--- src/rtl/pixel_frame_collector_pkg.sv ---
// Shared configuration of the pixel-sensor output path: array geometry,
// derived frame sizes and the collector FSM state type.
package pixel_frame_collector_pkg;

    localparam int PIXEL_ARRAY_HEIGHT = 12;
    localparam int PIXEL_ARRAY_WIDTH  = 24;
    localparam int PIXEL_BITS         = 8;
    localparam int OUTPUT_BUS_WIDTH   = 8;

    localparam int BEATS_PER_ROW = PIXEL_ARRAY_WIDTH / OUTPUT_BUS_WIDTH;
    localparam int FRAME_PIXELS  = PIXEL_ARRAY_HEIGHT * PIXEL_ARRAY_WIDTH;

    typedef enum logic [1:0] {
        COL_IDLE,
        COL_COLLECT,
        COL_DONE
    } collector_state_t;

endpackage

--- src/rtl/pixel_frame_collector_if.sv ---
// Pixel output bus from the sensor to the frame collector.
// Handshake: valid-only, no backpressure. A beat is consumed in every cycle
// data_valid is high; frame_start is a one-cycle pulse that may coincide with
// the first beat of the frame.
interface pixel_frame_collector_if
    import pixel_frame_collector_pkg::*;
#(
    parameter int BUS_W = OUTPUT_BUS_WIDTH,
    parameter int PIX_W = PIXEL_BITS
) ();

    logic                   frame_start;
    logic                   data_valid;
    logic [BUS_W*PIX_W-1:0] data_in;

    modport master (
        output frame_start,
        output data_valid,
        output data_in
    );

    modport slave (
        input frame_start,
        input data_valid,
        input data_in
    );

endinterface

--- src/rtl/pixel_frame_collector_frame_buffer_ram.sv ---
// Frame store: one BUS_W-pixel beat written per cycle at consecutive
// addresses, one pixel read per cycle with a registered, read-before-write port.
module frame_buffer_ram #(
    parameter  int DEPTH  = 288,
    parameter  int PIX_W  = 8,
    parameter  int BUS_W  = 8,
    localparam int ADDR_W = $clog2(DEPTH)
) (
    input  logic                   i_clk,
    input  logic                   i_wr_en,
    input  logic [ADDR_W-1:0]      i_wr_base,
    input  logic [BUS_W*PIX_W-1:0] i_wr_data,
    input  logic [ADDR_W-1:0]      i_rd_addr,
    output logic [PIX_W-1:0]       o_rd_data
);

    logic [PIX_W-1:0] r_mem [DEPTH];
    logic [PIX_W-1:0] r_rd_data;

    // Beat write: lane k lands at base + k (base is always beat-aligned).
    always_ff @(posedge i_clk) begin
        if (i_wr_en) begin
            for (int k = 0; k < BUS_W; k++) begin
                r_mem[i_wr_base + ADDR_W'(k)] <= i_wr_data[k*PIX_W +: PIX_W];
            end
        end
    end

    // Registered read; same-cycle writes are not visible yet, addresses
    // beyond the frame read as zero.
    always_ff @(posedge i_clk) begin
        if ({1'b0, i_rd_addr} < (ADDR_W+1)'(DEPTH)) begin
            r_rd_data <= r_mem[i_rd_addr];
        end else begin
            r_rd_data <= '0;
        end
    end

    assign o_rd_data = r_rd_data;

endmodule

--- src/rtl/pixel_frame_collector.sv ---
// Receives pixel beats from the sensor bus and rebuilds a HEIGHT x WIDTH
// frame in frame_buffer_ram. Tracks the beat position, accumulates a 16-bit
// frame checksum, pulses frame_done per completed frame and keeps sticky
// protocol error flags.
module pixel_frame_collector
    import pixel_frame_collector_pkg::*;
#(
    parameter  int HEIGHT = PIXEL_ARRAY_HEIGHT,
    parameter  int WIDTH  = PIXEL_ARRAY_WIDTH,
    parameter  int PIX_W  = PIXEL_BITS,
    parameter  int BUS_W  = OUTPUT_BUS_WIDTH,
    localparam int ADDR_W = $clog2(HEIGHT * WIDTH)
) (
    input  logic                   i_clk,
    input  logic                   i_reset,
    pixel_frame_collector_if.slave i_bus,
    input  logic [ADDR_W-1:0]      i_rd_addr,
    output logic [PIX_W-1:0]       o_rd_data,
    output logic                   o_busy,
    output logic                   o_frame_done,
    output logic [15:0]            o_checksum,
    output logic                   o_err_overrun,
    output logic                   o_err_stray,
    output collector_state_t       o_dbg_state
);

    localparam int BEATS  = WIDTH / BUS_W;
    localparam int COL_W  = (BEATS > 1) ? $clog2(BEATS) : 1;
    localparam int ROW_W  = (HEIGHT > 1) ? $clog2(HEIGHT) : 1;
    localparam int SUM_W  = PIX_W + $clog2(BUS_W);

    if (WIDTH % BUS_W != 0) begin : g_width_check
        $error("pixel_frame_collector: WIDTH must be a multiple of BUS_W");
    end

    collector_state_t   r_state;
    logic [COL_W-1:0]   r_beat_col;
    logic [ROW_W-1:0]   r_row;
    logic [15:0]        r_acc;
    logic [15:0]        r_checksum;
    logic               r_busy;
    logic               r_frame_done;
    logic               r_err_overrun;
    logic               r_err_stray;

    logic [SUM_W-1:0]   w_lane_sum;
    logic               w_take_beat;
    logic               w_last_beat;
    logic [ADDR_W-1:0]  w_wr_base;

    // Sum of the BUS_W lanes of the current beat.
    always_comb begin
        w_lane_sum = '0;
        for (int k = 0; k < BUS_W; k++) begin
            w_lane_sum = w_lane_sum + SUM_W'(i_bus.data_in[k*PIX_W +: PIX_W]);
        end
    end

    // A beat is stored when collecting, or as beat 0 alongside frame_start.
    assign w_take_beat = i_bus.data_valid &&
                         (i_bus.frame_start || (r_state == COL_COLLECT));
    assign w_last_beat = (r_row == ROW_W'(HEIGHT - 1)) &&
                         (r_beat_col == COL_W'(BEATS - 1));
    assign w_wr_base   = i_bus.frame_start ? '0 :
                         ADDR_W'(r_row) * ADDR_W'(WIDTH) +
                         ADDR_W'(r_beat_col) * ADDR_W'(BUS_W);

    // Frame FSM with counters, accumulator, checksum and error flags.
    always_ff @(posedge i_clk) begin
        if (i_reset) begin
            r_state       <= COL_IDLE;
            r_beat_col    <= '0;
            r_row         <= '0;
            r_acc         <= '0;
            r_checksum    <= '0;
            r_busy        <= 1'b0;
            r_frame_done  <= 1'b0;
            r_err_overrun <= 1'b0;
            r_err_stray   <= 1'b0;
        end else begin
            r_frame_done <= 1'b0;
            if (i_bus.frame_start) begin
                // New frame from any state; a same-cycle beat is beat 0.
                if (r_state == COL_COLLECT) begin
                    r_err_overrun <= 1'b1;
                end
                r_state <= COL_COLLECT;
                r_busy  <= 1'b1;
                if (i_bus.data_valid) begin
                    r_acc      <= 16'(w_lane_sum);
                    r_beat_col <= (BEATS > 1) ? COL_W'(1) : '0;
                    r_row      <= (BEATS > 1) ? '0 : ROW_W'(1);
                end else begin
                    r_acc      <= '0;
                    r_beat_col <= '0;
                    r_row      <= '0;
                end
            end else begin
                case (r_state)
                    COL_IDLE: begin
                        if (i_bus.data_valid) begin
                            r_err_stray <= 1'b1;
                        end
                    end
                    COL_COLLECT: begin
                        if (i_bus.data_valid) begin
                            r_acc <= r_acc + 16'(w_lane_sum);
                            if (w_last_beat) begin
                                // Checksum and done pulse appear together,
                                // the final beat included.
                                r_state      <= COL_DONE;
                                r_busy       <= 1'b0;
                                r_frame_done <= 1'b1;
                                r_checksum   <= r_acc + 16'(w_lane_sum);
                                r_beat_col   <= '0;
                                r_row        <= '0;
                            end else if (r_beat_col == COL_W'(BEATS - 1)) begin
                                r_beat_col <= '0;
                                r_row      <= r_row + 1'b1;
                            end else begin
                                r_beat_col <= r_beat_col + 1'b1;
                            end
                        end
                    end
                    COL_DONE: begin
                        r_state <= COL_IDLE;
                        if (i_bus.data_valid) begin
                            r_err_stray <= 1'b1;
                        end
                    end
                    default: begin
                        r_state <= COL_IDLE;
                        r_busy  <= 1'b0;
                    end
                endcase
            end
        end
    end

    frame_buffer_ram #(
        .DEPTH (HEIGHT * WIDTH),
        .PIX_W (PIX_W),
        .BUS_W (BUS_W)
    ) u_ram (
        .i_clk     (i_clk),
        .i_wr_en   (w_take_beat),
        .i_wr_base (w_wr_base),
        .i_wr_data (i_bus.data_in),
        .i_rd_addr (i_rd_addr),
        .o_rd_data (o_rd_data)
    );

    assign o_busy        = r_busy;
    assign o_frame_done  = r_frame_done;
    assign o_checksum    = r_checksum;
    assign o_err_overrun = r_err_overrun;
    assign o_err_stray   = r_err_stray;
    assign o_dbg_state   = r_state;

endmodule
--- src/flat_wrapper.sv ---
// flat-port wrapper written by rule: the top's interface ports become plain ports
module pixel_frame_collector_flat import pixel_frame_collector_pkg::*;
#(
    parameter  int HEIGHT = PIXEL_ARRAY_HEIGHT,
    parameter  int WIDTH  = PIXEL_ARRAY_WIDTH,
    parameter  int PIX_W  = PIXEL_BITS,
    parameter  int BUS_W  = OUTPUT_BUS_WIDTH,
    localparam int ADDR_W = $clog2(HEIGHT * WIDTH)
)
  (i_clk, i_reset, i_rd_addr, o_rd_data, o_busy, o_frame_done, o_checksum, o_err_overrun, o_err_stray, o_dbg_state, i_bus_frame_start, i_bus_data_valid, i_bus_data_in);
  pixel_frame_collector_if #(.BUS_W(BUS_W), .PIX_W(PIX_W)) i_bus_i ();
  input  logic i_clk;
  input  logic i_reset;
  input  logic [ADDR_W-1:0] i_rd_addr;
  output logic [PIX_W-1:0] o_rd_data;
  output logic o_busy;
  output logic o_frame_done;
  output logic [15:0] o_checksum;
  output logic o_err_overrun;
  output logic o_err_stray;
  output collector_state_t o_dbg_state;
  input wire logic [$bits(i_bus_i.frame_start)-1:0] i_bus_frame_start;
  input wire logic [$bits(i_bus_i.data_valid)-1:0] i_bus_data_valid;
  input wire logic [$bits(i_bus_i.data_in)-1:0] i_bus_data_in;
  assign i_bus_i.frame_start = i_bus_frame_start;
  assign i_bus_i.data_valid = i_bus_data_valid;
  assign i_bus_i.data_in = i_bus_data_in;
  pixel_frame_collector #(.HEIGHT(HEIGHT), .WIDTH(WIDTH), .PIX_W(PIX_W), .BUS_W(BUS_W)) u_core (.i_clk(i_clk), .i_reset(i_reset), .i_bus(i_bus_i), .i_rd_addr(i_rd_addr), .o_rd_data(o_rd_data), .o_busy(o_busy), .o_frame_done(o_frame_done), .o_checksum(o_checksum), .o_err_overrun(o_err_overrun), .o_err_stray(o_err_stray), .o_dbg_state(o_dbg_state));
endmodule
--- config.mk ---
export PLATFORM = sky130hd
export DESIGN_NAME = pixel_frame_collector_flat
export DESIGN_NICKNAME = d
export VERILOG_FILES = /design/src/rtl/pixel_frame_collector_pkg.sv /design/src/rtl/pixel_frame_collector_if.sv /design/src/rtl/pixel_frame_collector_frame_buffer_ram.sv /design/src/rtl/pixel_frame_collector.sv /design/src/flat_wrapper.sv
export SDC_FILE = /design/constraint.sdc
export NUM_CORES = 2
export LEC_CHECK = 0
export BUFFER_PORTS_ARGS = -buffer_cell sky130_fd_sc_hd__buf_2
export CORE_MARGIN = 2
export CORE_UTILIZATION = 60
export CTS_BUF_LIST = sky130_fd_sc_hd__clkbuf_16
export CTS_CLUSTER_DIAMETER = 40
export CTS_CLUSTER_SIZE = 40
export DETAILED_ROUTE_END_ITERATION = 6
export PLACE_DENSITY = 0.76
export SLEW_MARGIN = 20
export SYNTH_ARGS = -nofsm -noshare
export SYNTH_HDL_FRONTEND = slang
export SYNTH_SLANG_ARGS = --single-unit
export TNS_END_PERCENT = 10
--- constraint.sdc ---
create_clock -name i_clk -period 9 [get_ports i_clk]
set_input_delay 0.9 -clock i_clk [delete_from_list [all_inputs] [get_ports i_clk]]
set_output_delay 0.9 -clock i_clk [all_outputs]
set_load 0.01 [all_outputs]
==> impl_metrics.ini <==
[outcome]
status = complete, no violations

[final_layout]
drive_above_1_share_pct = 25.2
fin_area_sq_mm = 0.104
area_growth_pct = 12.5
fin_nets = 4912

[job]
maxCapViolations = 0

[synthesis]
seq_area_frac_synth_pct = 75.8
synth_nets = 4636
yosysWarnings = 0
syn_area_sq_mm = 0.0927
synth.distinct_cells = 71
ys_ff_latch = 2356
avgSynthCellArea_sq_um = 20.7
ys.flop_type = edfxtp_1
async_reset_ff_share_pct = 0
synth_edf_count = 2304
syn-instance-count = 4474

[route]
wl_met2_mm = 121
wl_met3_mm = 35.6
via_per_inst = 7.16
wl_per_cell_um = 37.6
wl_met1_mm = 89.6
wl_mm = 263
drtIter0Drc = 7967
top_layer_used = met5
route.vias.total = 50200
postRouteAntennaNets = 0
first_pass_iters = 6
drc_errors = 0

[cts]
cts_max_level = 4
clkLatencyLatePin_ns = 0.88
clockBufferDepth = 3
cts-buffers-inserted = 227
post_cts_buffers = 0
cts.sinks = 2356
root_buffer = clkbuf_16
ctsResizeCount = 0
cts.clk_slew.worst_paths_ns = 0.07
cts_hold_buf = 0
cts_tree = yes

[worst_setup_path]
crit_type = in -> reg
worstPathMaxFanout = 5
crit_buf_inv = 5
r2r_cells = 10
crit_slowest_cell = o41ai_1
crit_cells = 25
crit_top_cell = fa_1
startpoint_type = input port
cpPeakStageDelay_ns = 0.74
worst_setup_path_end_kind = flip-flop
worstPathArrival_ns = 8.27
worst_path_dominant_cell_family = adder cells
cp_data_required_time_ns = 9.77

[sta]
hold_violations = 0
fin_skew_ns = 0.0323
slew_headroom_pct = 15.2
min_period_ns = 7.50
tns_ns = 0
setup_viol = 0
whs_ns = 0.328
setup_slack_ns = 1.50
max_slew.worst_pin.slew_ns = 1.27
fin_crit_sh_pct = 83.4
drv_slew = 0
fmaxAchievable_mhz = 133
rsz0062_at_grt = false

[pwr]
power.leakage_uw = 0.0336
switchingPower_uw = 6410
p_int_uw = 18600
p_clk_share_pct = 40.0
pwr-share-comb_pct = 11.6
seqPwrFrac_pct = 48.3
irDropWorstVdd_mv = 0.322
p_per_area_mw_per_mm2 = 240
switching_share_pct = 25.7

[global_route]
antenna_found_initial = 17
grt_pass1_vias = 48700
overflow = 0
grt_pass1_wl_mm = 368
track_usage_pct = 33.7
grt_max_degree = 114

[place]
place.gp.congestion = 0.906
port_buffers = 106
hpwl_mm = 152
placed_cell_area_sq_mm = 0.0962
place_ws_ns = 0.792

[worst_hold_path]
holdPathStages = 1
hp-class = in -> reg

[die]
boundaryPins = 107
die_h_um = 397
coreArea_sq_mm = 0.154
die_x_um = 397
start_util_pct = 60.3
rows = 144
dieArea_sq_mm = 0.158
-- power by group through the flow --
stage	clock network [uW]	logic, uW	registers, uW
finish	10000	2910	12100
detailed placement	0	2790	12300
floorplan	0	1870	12300
CTS	10100	2830	12100
global route	10500	3110	12100
global placement	0	2750	12300
-- final cells by class --
| cell class | instances | area, sq um |
|---|---|---|
| Clock buffer | 230 | 5760 |
| Timing Repair Buffer | 273 | 1940 |
| Sequential cell | 2356 | 70200 |
| Multi-Input combinational cell | 1816 | 21200 |
| Inverter | 76 | 285 |
| Antenna cell | 9 | 22.5 |
| Tap cell | 2044 | 2560 |
| Fill cell | 9241 | 49400 |
| Clock inverter | 200 | 2260 |
-- per-layer routing --
metal	vias up	track usage, %
li1	19300	-
met1	26000	45.5
met2	4168	50.7
met3	728	9.26
met4	16	18.2
met5	-	0
-- kinds of logic after synthesis --
logic type      after synthesis  share of synthesized area, %
compound gates              512                          3.79
mux                         686                          14.4
simple gates                499                          2.50
fa+ha+maj                    85                          1.49
flops                      2356                          75.8
xor+xnor                     34                         0.321
buf+inv                     302                          1.76
-- per-stage QoR --
stage	total power, uW	util [%]	cells
finish	25000	67.8	7004
global route	25700	67.8	6997
CTS	25000	67.8	6994
detailed placement	15100	62.6	6564
global placement	15100	62.6	6564
floorplan	14200	-	4474
-- flip-flops by register name (all words and copies together), names as in the netlist --
register and count:
u_core.o_err_overrun 1, u_core.u_ram.o_rd_data 8, u_core.o_dbg_state 2, u_core.o_busy 1, u_core.o_checksum 16, u_core.r_acc 16
u_core.u_ram.r_mem 2304, u_core.o_err_stray 1, u_core.o_frame_done 1, u_core.r_row 4, u_core.r_beat_col 2
-- cell usage in the layout, fill, tap and decap left out, types with 13 or more instances in the layout --
cell type,n
a211oi_1,38
dfxtp_1,52
clkinv_1,13
a22o_1,24
mux4_2,484
nor2_1,108
clkbuf_16,230
clkinv_8,22
bufinv_16,21
inv_8,20
a31oi_1,26
clkinv_2,17
mux2i_1,158
xor2_1,14
o21ai_0,47
ha_1,43
nor2b_1,28
xnor2_1,20
buf_4,159
inv_6,47
nand3_1,63
clkinv_4,19
o22ai_1,54
nand2b_1,19
a21oi_1,99
nor2_4,43
a22oi_1,114
nor3_1,27
mux2_2,21
edfxtp_1,2304
clkinvlp_4,23
mux4_1,23
inv_1,86
nand4_1,24
fa_1,42
buf_2,101
nand2_1,126
-- worst paths after layout --
| kind | from | endpoint | slack (ns) |
|---|---|---|---|
| worst min-delay path | i_bus_data_in[9] | u_core.u_ram.r_mem[249][1]$_DFFE_PP_ | 0.33 |
| worst max-delay path | i_bus_data_in[8] | u_core.o_checksum[14]$_SDFFE_PP0P_ | 1.50 |
| worst max register to register | u_core.r_row[2]$_SDFFE_PP0P_ | u_core.u_ram.r_mem[124][0]$_DFFE_PP_ | 3.92 |
| worst min register to register | u_core.o_checksum[1]$_SDFFE_PP0P_ | u_core.o_checksum[1]$_SDFFE_PP0P_ | 0.47 |
-- Yosys cell counts, types with 30 or more instances --
| master | count | area, sq um |
|---|---|---|
| nor2b_1 | 32 | 200 |
| inv_1 | 76 | 285 |
| mux2i_1 | 158 | 1580 |
| fa_1 | 42 | 841 |
| nor3_1 | 30 | 150 |
| o22ai_1 | 54 | 338 |
| a211oi_1 | 38 | 285 |
| nand3_1 | 63 | 315 |
| clkbuf_1 | 63 | 236 |
| a22oi_1 | 114 | 856 |
| buf_2 | 83 | 415 |
| o21ai_0 | 48 | 240 |
| edfxtp_1 | 2304 | 69200 |
| ha_1 | 43 | 538 |
| buf_4 | 38 | 285 |
| nand2_1 | 126 | 473 |
| mux4_2 | 484 | 10900 |
| nor2_1 | 154 | 578 |
| a21oi_1 | 99 | 495 |
| dfxtp_1 | 52 | 1040 |
No activity file was read; power rests on OpenSTA's default activity.
